<file path="src/rtl/cordic_phase_gen.sv">
// cordic_phase_gen
// ----------------
// Phase-sweep generator feeding cordic_engine. One accepted configuration
// produces one burst of cfg_count angles. The burst starts at cfg_start and
// advances by cfg_step. Every emitted angle is wrapped into [-PI_Q, PI_Q),
// so the CORDIC core only ever sees angles inside its convergence range.
//
// Ports
//   clk          rising-edge clock
//   rst_n        asynchronous active-low reset
//   cfg_valid    configuration offered
//   cfg_ready    block idle, configuration accepted on cfg_valid && cfg_ready
//   cfg_start    start phase, signed Q2.21 (any value, reduced internally)
//   cfg_step     phase increment, signed Q2.21 (any value, reduced internally)
//   cfg_count    number of samples in the burst (0 allowed)
//   en           sample enable, one sample per enabled cycle
//   abort        synchronous burst cancel (wins over en)
//   angle_out    phase sample, signed Q2.21 in [-PI_Q, PI_Q)
//   angle_valid  angle_out valid this cycle
//   busy         burst in progress (state not IDLE)
//   done         one-cycle pulse at the end of a completed burst

module cordic_phase_gen #(
    parameter int W        = 24,
    parameter int FRAC     = 21,
    parameter int PI_Q     = 6588397,
    parameter int TWO_PI_Q = 13176794,
    parameter int CNT_W    = 16
) (
    input  logic             clk,
    input  logic             rst_n,
    input  logic             cfg_valid,
    output logic             cfg_ready,
    input  logic [W-1:0]     cfg_start,
    input  logic [W-1:0]     cfg_step,
    input  logic [CNT_W-1:0] cfg_count,
    input  logic             en,
    input  logic             abort,
    output logic [W-1:0]     angle_out,
    output logic             angle_valid,
    output logic             busy,
    output logic             done
);

    // Angles are widened by one integer bit (Q3.21) so that the sum of two
    // in-range angles, or an unreduced start value, cannot overflow before
    // the wrap correction is applied.
    localparam int INT_W = W - FRAC;
    typedef logic signed [INT_W+FRAC:0] ext_t;

    localparam ext_t PI_E     = ext_t'(PI_Q);
    localparam ext_t NEG_PI_E = -ext_t'(PI_Q);
    localparam ext_t TWO_PI_E = ext_t'(TWO_PI_Q);

    localparam logic [CNT_W-1:0] CNT_ZERO = CNT_W'(0);
    localparam logic [CNT_W-1:0] CNT_ONE  = CNT_W'(1);

    typedef enum logic [1:0] {
        ST_IDLE = 2'd0,
        ST_LOAD = 2'd1,
        ST_RUN  = 2'd2,
        ST_DONE = 2'd3
    } state_t;

    // Single-step range reduction into [-PI, PI). Every caller passes a value
    // within one turn of that interval, so one correction is enough.
    function automatic ext_t wrap_q(input ext_t x);
        ext_t r;
        if (x >= PI_E) begin
            r = x - TWO_PI_E;
        end else if (x < NEG_PI_E) begin
            r = x + TWO_PI_E;
        end else begin
            r = x;
        end
        return r;
    endfunction

    state_t           state_r;
    state_t           state_nxt_s;
    logic [W-1:0]     acc_r;
    logic [W-1:0]     step_r;
    logic [CNT_W-1:0] rem_r;
    logic [W-1:0]     angle_out_r;
    logic             angle_valid_r;
    logic             busy_r;
    logic             done_r;
    ext_t             ext_acc_s;
    ext_t             ext_step_s;
    ext_t             sum_s;

    // Sign-extended operands and the unreduced next accumulator value.
    always_comb begin
        ext_acc_s  = {acc_r[W-1], acc_r};
        ext_step_s = {step_r[W-1], step_r};
        sum_s      = ext_acc_s + ext_step_s;
    end

    // Next-state decode. abort only cancels LOAD and RUN.
    always_comb begin
        state_nxt_s = state_r;
        case (state_r)
            ST_IDLE: begin
                if (cfg_valid) begin
                    state_nxt_s = ST_LOAD;
                end else begin
                    state_nxt_s = ST_IDLE;
                end
            end
            ST_LOAD: begin
                if (abort) begin
                    state_nxt_s = ST_IDLE;
                end else if (rem_r != CNT_ZERO) begin
                    state_nxt_s = ST_RUN;
                end else begin
                    state_nxt_s = ST_DONE;
                end
            end
            ST_RUN: begin
                if (abort) begin
                    state_nxt_s = ST_IDLE;
                end else if (en && (rem_r == CNT_ONE)) begin
                    state_nxt_s = ST_DONE;
                end else begin
                    state_nxt_s = ST_RUN;
                end
            end
            ST_DONE: begin
                state_nxt_s = ST_IDLE;
            end
            default: begin
                state_nxt_s = ST_IDLE;
            end
        endcase
    end

    // State register.
    always_ff @(posedge clk or negedge rst_n) begin
        if (!rst_n) begin
            state_r <= ST_IDLE;
        end else begin
            state_r <= state_nxt_s;
        end
    end

    // Datapath: capture on transfer, reduce in LOAD, step and emit in RUN.
    // The raw start value is parked in acc_r and the count in rem_r until
    // LOAD, so no separate capture registers are needed.
    always_ff @(posedge clk or negedge rst_n) begin
        if (!rst_n) begin
            acc_r         <= {W{1'b0}};
            step_r        <= {W{1'b0}};
            rem_r         <= {CNT_W{1'b0}};
            angle_out_r   <= {W{1'b0}};
            angle_valid_r <= 1'b0;
            done_r        <= 1'b0;
        end else begin
            angle_valid_r <= 1'b0;
            done_r        <= 1'b0;
            case (state_r)
                ST_IDLE: begin
                    if (cfg_valid) begin
                        acc_r  <= cfg_start;
                        step_r <= cfg_step;
                        rem_r  <= cfg_count;
                    end else begin
                        acc_r  <= acc_r;
                    end
                end
                ST_LOAD: begin
                    acc_r  <= W'(wrap_q(ext_acc_s));
                    step_r <= W'(wrap_q(ext_step_s));
                end
                ST_RUN: begin
                    if (abort) begin
                        angle_valid_r <= 1'b0;
                    end else if (en) begin
                        angle_out_r   <= acc_r;
                        angle_valid_r <= 1'b1;
                        acc_r         <= W'(wrap_q(sum_s));
                        rem_r         <= rem_r - CNT_ONE;
                    end else begin
                        angle_valid_r <= 1'b0;
                    end
                end
                ST_DONE: begin
                    done_r <= 1'b1;
                end
                default: begin
                    done_r <= 1'b0;
                end
            endcase
        end
    end

    // Registered busy flag, tracks the state the FSM is entering.
    always_ff @(posedge clk or negedge rst_n) begin
        if (!rst_n) begin
            busy_r <= 1'b0;
        end else begin
            busy_r <= (state_nxt_s != ST_IDLE);
        end
    end

    assign cfg_ready   = (state_r == ST_IDLE);
    assign angle_out   = angle_out_r;
    assign angle_valid = angle_valid_r;
    assign busy        = busy_r;
    assign done        = done_r;

endmodule

</file>
<file path="config.mk">
export PLATFORM = sky130hd
export DESIGN_NAME = cordic_phase_gen
export DESIGN_NICKNAME = d
export VERILOG_FILES = /design/src/rtl/cordic_phase_gen.sv
export SDC_FILE = /design/constraint.sdc
export NUM_CORES = 1
export LEC_CHECK = 0
export ABC_AREA = 1
export CAP_MARGIN = 20
export CORE_MARGIN = 4
export CORE_UTILIZATION = 50
export DETAILED_ROUTE_END_ITERATION = 12
export GPL_ROUTABILITY_DRIVEN = 0
export HOLD_SLACK_MARGIN = 0.06
export PLACE_DENSITY = 0.82
export SETUP_SLACK_MARGIN = 0.5
export SYNTH_ARGS = -nofsm -noshare
export SYNTH_HDL_FRONTEND = slang
export SYNTH_SLANG_ARGS = --single-unit
</file>
<file path="constraint.sdc">
create_clock -name clk -period 9.91 [get_ports clk]
set_clock_uncertainty 0.1 [all_clocks]
set_input_delay 1.4865 -clock clk [delete_from_list [all_inputs] [get_ports clk]]
set_output_delay 1.4865 -clock clk [all_outputs]
set_load 0.02 [all_outputs]
</file>
==> results of run 1 <==
-- sequential cells by signal, summed over array words and instances (netlist names) --
signal and flops:
acc_r 24, rem_r 16, state_r 2, busy 1
angle_out 24, angle_valid 1, step_r 24, done 1
-- per-stage QoR --
stage	utilization [%]	setup slack (ns)	instances	hold WS [ns]
after floorplan	-	6.01	1828	0.367
after global placement	56.9	5.50	2162	0.364
after detailed placement	56.9	5.18	2162	0.374
after CTS	58.3	5.17	2178	0.393
after global routing	58.3	4.79	2178	0.413
final	58.3	4.99	2178	0.387
-- cell families after synthesis --
family                     count (synthesis)
xor gates and xnor gates                  42
and+or+nand+nor                         1043
adders and majority gates                 79
muxes                                      1
AOI/OAI and AO/OA                        319
DFF                                       93
buffers and inverters                    251
-- routing by layer --
layer  GRT usage, %  vias to the layer above  part of all wire [%]
li1               -                     6157                     -
met1           37.6                     5738                    41
met2           45.9                      679                    45
met3           5.71                      118                    10
met4           11.4                        4                   4.2
met5              0                        -                 0.076
-- cells in the final DEF (no fill, tap or decap), drive strengths merged, types with 6 or more instances in the layout --
cell,n
xor2,35
nand2,635
clkdlybuf4s50,95
nand3,144
nand4,33
clkinv,6
nor3,24
dfrtp,93
nor2,184
o21ai,136
o211ai,23
clkbuf,9
a31oi,14
xnor2,7
ha,76
a21oi,110
buf,7
nor4,14
o22ai,9
inv,209
-- worst max path at each step --
stage	endpoint	slack, ns	cells after the start
after global routing	acc_r[16]	4.79	21
after CTS	step_r[21]	5.17	22
after floorplan	step_r[21]	6.01	22
after detailed placement	step_r[21]	5.18	22
after global placement	step_r[21]	5.50	22
final	step_r[21]	4.99	22
-- worst min-delay path, delay by kind of cell (launching register included) --
family	cells	cell delay, ns
flops	1	0.35
simple gates	1	0.05
compound gates	1	0.06
-- area by class of cell --
class | count | share of cell area [%]
flip-flops and latches | 93 | 18.7
multi-input cells | 1484 | 61.7
clock buffers | 9 | 1.81
clock inverters | 7 | 0.615
inverters | 208 | 6.31
well taps | 275 | 2.77
repair buffers | 102 | 8.08
==> impl_metrics.env, run 1 <==
export IMPL_io_buffers=96
export IMPL_post_dp_hpwl_um=27900
export IMPL_synth_top_cells_by_area="dfrtp_1, nand2_1, ha_1, inv_1, nand3_1"
export IMPL_synth_compound_area_share_pct=16.1
export IMPL_cts_sinks=93
export IMPL_synth_xor_xnor_area_share_pct=3.35
export IMPL_relSlewSlack_pct=33.0
export IMPL_maxCapViolCount=0
export IMPL_wire_per_inst_um=16.4
export IMPL_crit_required_ns=10.06
export IMPL_yosysWarningCount=0
export IMPL_io_pins=97
export IMPL_period_share_pct=49.6
export IMPL_drt_initial_drc_count=1300
export IMPL_drc=0
export IMPL_synth_area_um2=11000
export IMPL_min_period_ns=4.92
export IMPL_postCtsHoldBufs=0
export IMPL_critPathLaunchType="register"
export IMPL_cts_buffer_depth=2
export IMPL_insertedDiodeCount=0
export IMPL_hold_viol_final=0
export IMPL_coreArea_um2=21300
export IMPL_min_from="angle_out[9]"
export IMPL_avgSynthCellArea_um2=6.00
export IMPL_crit_fanout=13
export IMPL_fmax_mhz=203
export IMPL_synth_cells=1828
export IMPL_ctsResizeCount=0
export IMPL_hold_path_class="register to register"
export IMPL_postRouteAntennaNets=0
export IMPL_rsz0062_at_grt="false"
export IMPL_finalNetCount=2046
export IMPL_slew_violations=0
export IMPL_antenna_found_initial=2
export IMPL_critPathLaunch="step_r[17]"
export IMPL_die_h_um=156
export IMPL_synthToLayoutAreaGrowth_pct=13.1
export IMPL_cp_slowest_cell="or2_2"
export IMPL_route_vias_total=12700
export IMPL_multi_input_area_um2=7660
export IMPL_r2r_start="step_r[17]"
export IMPL_r2r_setup_slack_ns=4.99
export IMPL_fillers=2038
export IMPL_area_sequential_um2=2330
export IMPL_grt_max_degree=74
export IMPL_drt_pass1_iterations=5
export IMPL_muxShareOfSynthArea_pct=0.103
export IMPL_tightest_slew_ns=1.00
export IMPL_die_x_um=156
export IMPL_cts_tree="built"
export IMPL_post_dp_cell_area_um2=12100
export IMPL_crit_path_end_kind="register"
export IMPL_cts_root_buffer="clkbuf_16"
export IMPL_post_route_cell_area_um2=12400
export IMPL_synthSimpleGateAreaFrac_pct=40.9
export IMPL_synthArstFlopShare_pct=100
export IMPL_hold_end="angle_out[9]"
export IMPL_synth_commonest_cells="nand2_1, inv_1, nor2_1"
export IMPL_track_usage_pct=28.5
export IMPL_grt_pass1_vias=11500
export IMPL_ys_flop_type="dfrtp_1"
export IMPL_path_buf_inv=2
export IMPL_cp_cell_sequence="nor2_1, inv_1, nor4_1, o311ai_0, o211ai_1, a31oi_1, or2_2, inv_1, fa_1, nand3_1, nand3_1, a21oi_1, o21ai_0, a21oi_1, o21ai_0, a21oi_1, o21ai_0, nand3_1, nand2_1, nand2_1, a21oi_1, o21ai_0"
export IMPL_drive_above_1_share_pct=5.25
export IMPL_synth_most_common_cell="nand2_1"
export IMPL_rows=53
export IMPL_setup_tns_ns=0
export IMPL_synth_top_area_share_pct=21.2
export IMPL_synth_top_family_by_area="simple AND/OR/NAND/NOR gates"
export IMPL_htreeDepth=3
export IMPL_cpPeakStageDelay_ns=0.46
export IMPL_synthAdderAreaFrac_pct=9.21
export IMPL_ff2ff_path_depth=22
export IMPL_clk_pin_slew_worst_paths_ns=0.09
export IMPL_crit_family="compound AO/OA/AOI/OAI gates"
export IMPL_path_class="register to register"
export IMPL_timing_rr_end="step_r[21]"
export IMPL_cp_data_arrival_time_ns=5.06
export IMPL_initial_core_util_pct=51.6
export IMPL_syn_nets=1976
export IMPL_status="completed"
export IMPL_grt_pass1_wl_um=57200
export IMPL_synth_edf_count=0
export IMPL_fp_dieArea_um2=24400
export IMPL_avgViaCountPerCell=5.83
export IMPL_finalSetupViolations=0
export IMPL_drt_total_wl_um=35600
export IMPL_insertion_delay_ns=0.37
export IMPL_numCtsBuffers=9
export IMPL_postCtsSetupRepairBufs=0
export IMPL_ys_types=53
export IMPL_yosysSeqAreaShare_pct=21.2
export IMPL_yosys_register_bits=93
export IMPL_grt_ovfl_total=0
export IMPL_yosys_area_top_type="dfrtp_1"
export IMPL_hold_path_depth=2
Power of run 1 is not shown: default switching activity piles up to over one toggle a cycle in this logic, so the estimate is an artifact.
==> inputs of run 2 (changes only) <==
--- a/config.mk
+++ b/config.mk
@@ -12,7 +12,7 @@
 export DETAILED_ROUTE_END_ITERATION = 12
 export GPL_ROUTABILITY_DRIVEN = 0
 export HOLD_SLACK_MARGIN = 0.06
-export PLACE_DENSITY = 0.82
+export PLACE_DENSITY = 0.84
 export SETUP_SLACK_MARGIN = 0.5
 export SYNTH_ARGS = -nofsm -noshare
 export SYNTH_HDL_FRONTEND = slang
==> constraint.sdc (replaced) <==
create_clock -name clk -period 4.3 [get_ports clk]
set_clock_uncertainty 0.1 [all_clocks]
set_input_delay 0.645 -clock clk [delete_from_list [all_inputs] [get_ports clk]]
set_output_delay 0.645 -clock clk [all_outputs]
set_load 0.02 [all_outputs]
==> run 2 against run 1 <==
  * First-iteration DRC count is 22% higher
  * Critical path depth is 4 lower
  * Fmax is 26% higher
  * Count of clock-buffer cells in the layout stayed put
  * Routed wire length is 12% higher
  * Global-route usage is 0.54 points higher
  * Setup slack worse by 4.6 ns
  * Worst hold slack worse by 0.11 ns
  * Utilization is 5.5 points higher
  * Register-to-register slack worse by 4.6 ns
  * Sequential share of layout area is 1.5 points lower
  * Highest routed layer unchanged
==> impl_metrics.env, run 2 (synthesized netlist as in run 1, its figures left out) <==
export IMPL_maxCapViolCount=0
export IMPL_numCtsBuffers=9
export IMPL_rsz0062_at_grt="true"
export IMPL_finalNetCount=2104
export IMPL_fp_dieArea_um2=24400
export IMPL_finalSetupViolations=0
export IMPL_drt_initial_drc_count=1584
export IMPL_htreeDepth=3
export IMPL_period_share_pct=90.8
export IMPL_route_vias_total=13600
export IMPL_met2_length_um=17600
export IMPL_io_pins=97
export IMPL_postRouteAntennaNets=0
export IMPL_cts_buffer_depth=2
export IMPL_cp_data_arrival_time_ns=4.02
export IMPL_cts_root_buffer="clkbuf_16"
export IMPL_hold_viol_final=0
export IMPL_insertion_delay_ns=0.37
export IMPL_grt_ovfl_total=0
export IMPL_hold_path_class="primary input to asynchronous set/reset pin"
export IMPL_cts_tree="built"
export IMPL_min_period_ns=3.91
export IMPL_relSlewSlack_pct=30.5
export IMPL_tightest_slew_ns=1.04
export IMPL_drive_above_1_share_pct=14.3
export IMPL_crit_path_end_kind="register"
export IMPL_hold_worst_slack_ns=0.280
export IMPL_crit_required_ns=4.41
export IMPL_final_cell_mix="nand2_1, inv_1, nor2_1"
export IMPL_insertedDiodeCount=0
export IMPL_cts_sinks=93
export IMPL_wl_met1_um=14900
export IMPL_synthToLayoutAreaGrowth_pct=23.8
export IMPL_io_buffers=96
export IMPL_critPathLaunchType="register"
export IMPL_drc=0
export IMPL_fillers=1785
export IMPL_coreArea_um2=21300
export IMPL_track_usage_pct=29.0
export IMPL_antenna_found_initial=1
export IMPL_initial_core_util_pct=51.6
export IMPL_grt_pass1_wl_um=58000
export IMPL_drt_total_wl_um=40000
export IMPL_status="completed"
export IMPL_setup_tns_ns=0
export IMPL_post_dp_hpwl_um=28000
export IMPL_clk_pin_slew_worst_paths_ns=0.07
export IMPL_grt_max_degree=65
export IMPL_wire_per_inst_um=17.9
export IMPL_drt_pass1_iterations=8
export IMPL_die_h_um=156
export IMPL_layout_cells_most_common="nand2_1"
export IMPL_path_class="register to register"
export IMPL_avgViaCountPerCell=6.06
export IMPL_met3_length_um=4740
export IMPL_die_x_um=156
export IMPL_grt_pass1_vias=11700
export IMPL_rows=53
export IMPL_top_layer="met5"
export IMPL_crit_fanout=7
export IMPL_fmax_mhz=256
export IMPL_postCtsHoldBufs=0
export IMPL_slew_violations=0
## run 2: cell count changes in the layout (fill, tap and decap cells not counted), sizes merged
| cell | change |
|---|---|
| bufinv | +1 |
| clkinvlp | +1 |
| buf | +58 |
| inv | -2 |
## run 2: metal layers
layer,vias up,global-route usage [%]
li1,6280,-
met2,965,45.7
met4,2,13.8
met3,239,5.41
met1,6066,38.6
met5,-,0
## run 2: repair_timing
item,in CTS,in global routing
pin swaps,4,43
endpoints found under the setup margin,30,37
setup buffers,3,26
gates resized for setup,35,136
## run 2: path summary, 6_finish.rpt
check                               from       endpoint  slack [ns]  cells after the start
max                           step_r[17]     step_r[23]        0.39                     18
min                                rst_n       rem_r[5]        0.28                      1
min reg2reg                angle_out[12]  angle_out[12]        0.39                      2
max reg2reg                   step_r[17]     step_r[23]        0.39                     18
min in group clk           angle_out[12]  angle_out[12]        0.39                      2
max in group asynchronous          rst_n     step_r[12]        2.79                      2
## run 2: area by class of cell
cell class / count / area, um^2 / area share, %
clock buffers: 9 / 225 / 1.66
clock inverters: 7 / 90.1 / 0.663
inverters: 208 / 795 / 5.85
multi-input cells: 1484 / 8300 / 61.1
flip-flops and latches: 93 / 2340 / 17.2
well taps: 275 / 344 / 2.53
repair buffers: 160 / 1500 / 11.0
## run 2: through the flow
stage / utilization (%) / setup slack, ns / std cells / instance area, um^2
after global placement: 58.0 / 0.248 / 2191 / 12300
after CTS: 60.0 / 0.470 / 2210 / 12800
after detailed placement: 58.0 / 0.0185 / 2191 / 12300
after global routing: 63.8 / 0.181 / 2236 / 13600
final: 63.8 / 0.394 / 2236 / 13600
after floorplan: - / 0.576 / 1828 / 11000
## run 2: critical path: stages, from the launching register on
cell and delay [ns]:
dfrtp_1 0.43, nor2_1 0.12, inv_1 0.10, nor4_4 0.30, o311ai_4 0.16, o211ai_1 0.15, a31oi_2 0.09, or2_4 0.34
buf_4 0.19, ha_4 0.24, a21oi_1 0.23, inv_1 0.13, nor2_2 0.15, o221ai_2 0.12, a221oi_2 0.23, nand2_1 0.13
or2_2 0.30, a21oi_1 0.14, o22ai_1 0.10
Power of run 2 is left out for the same reason.
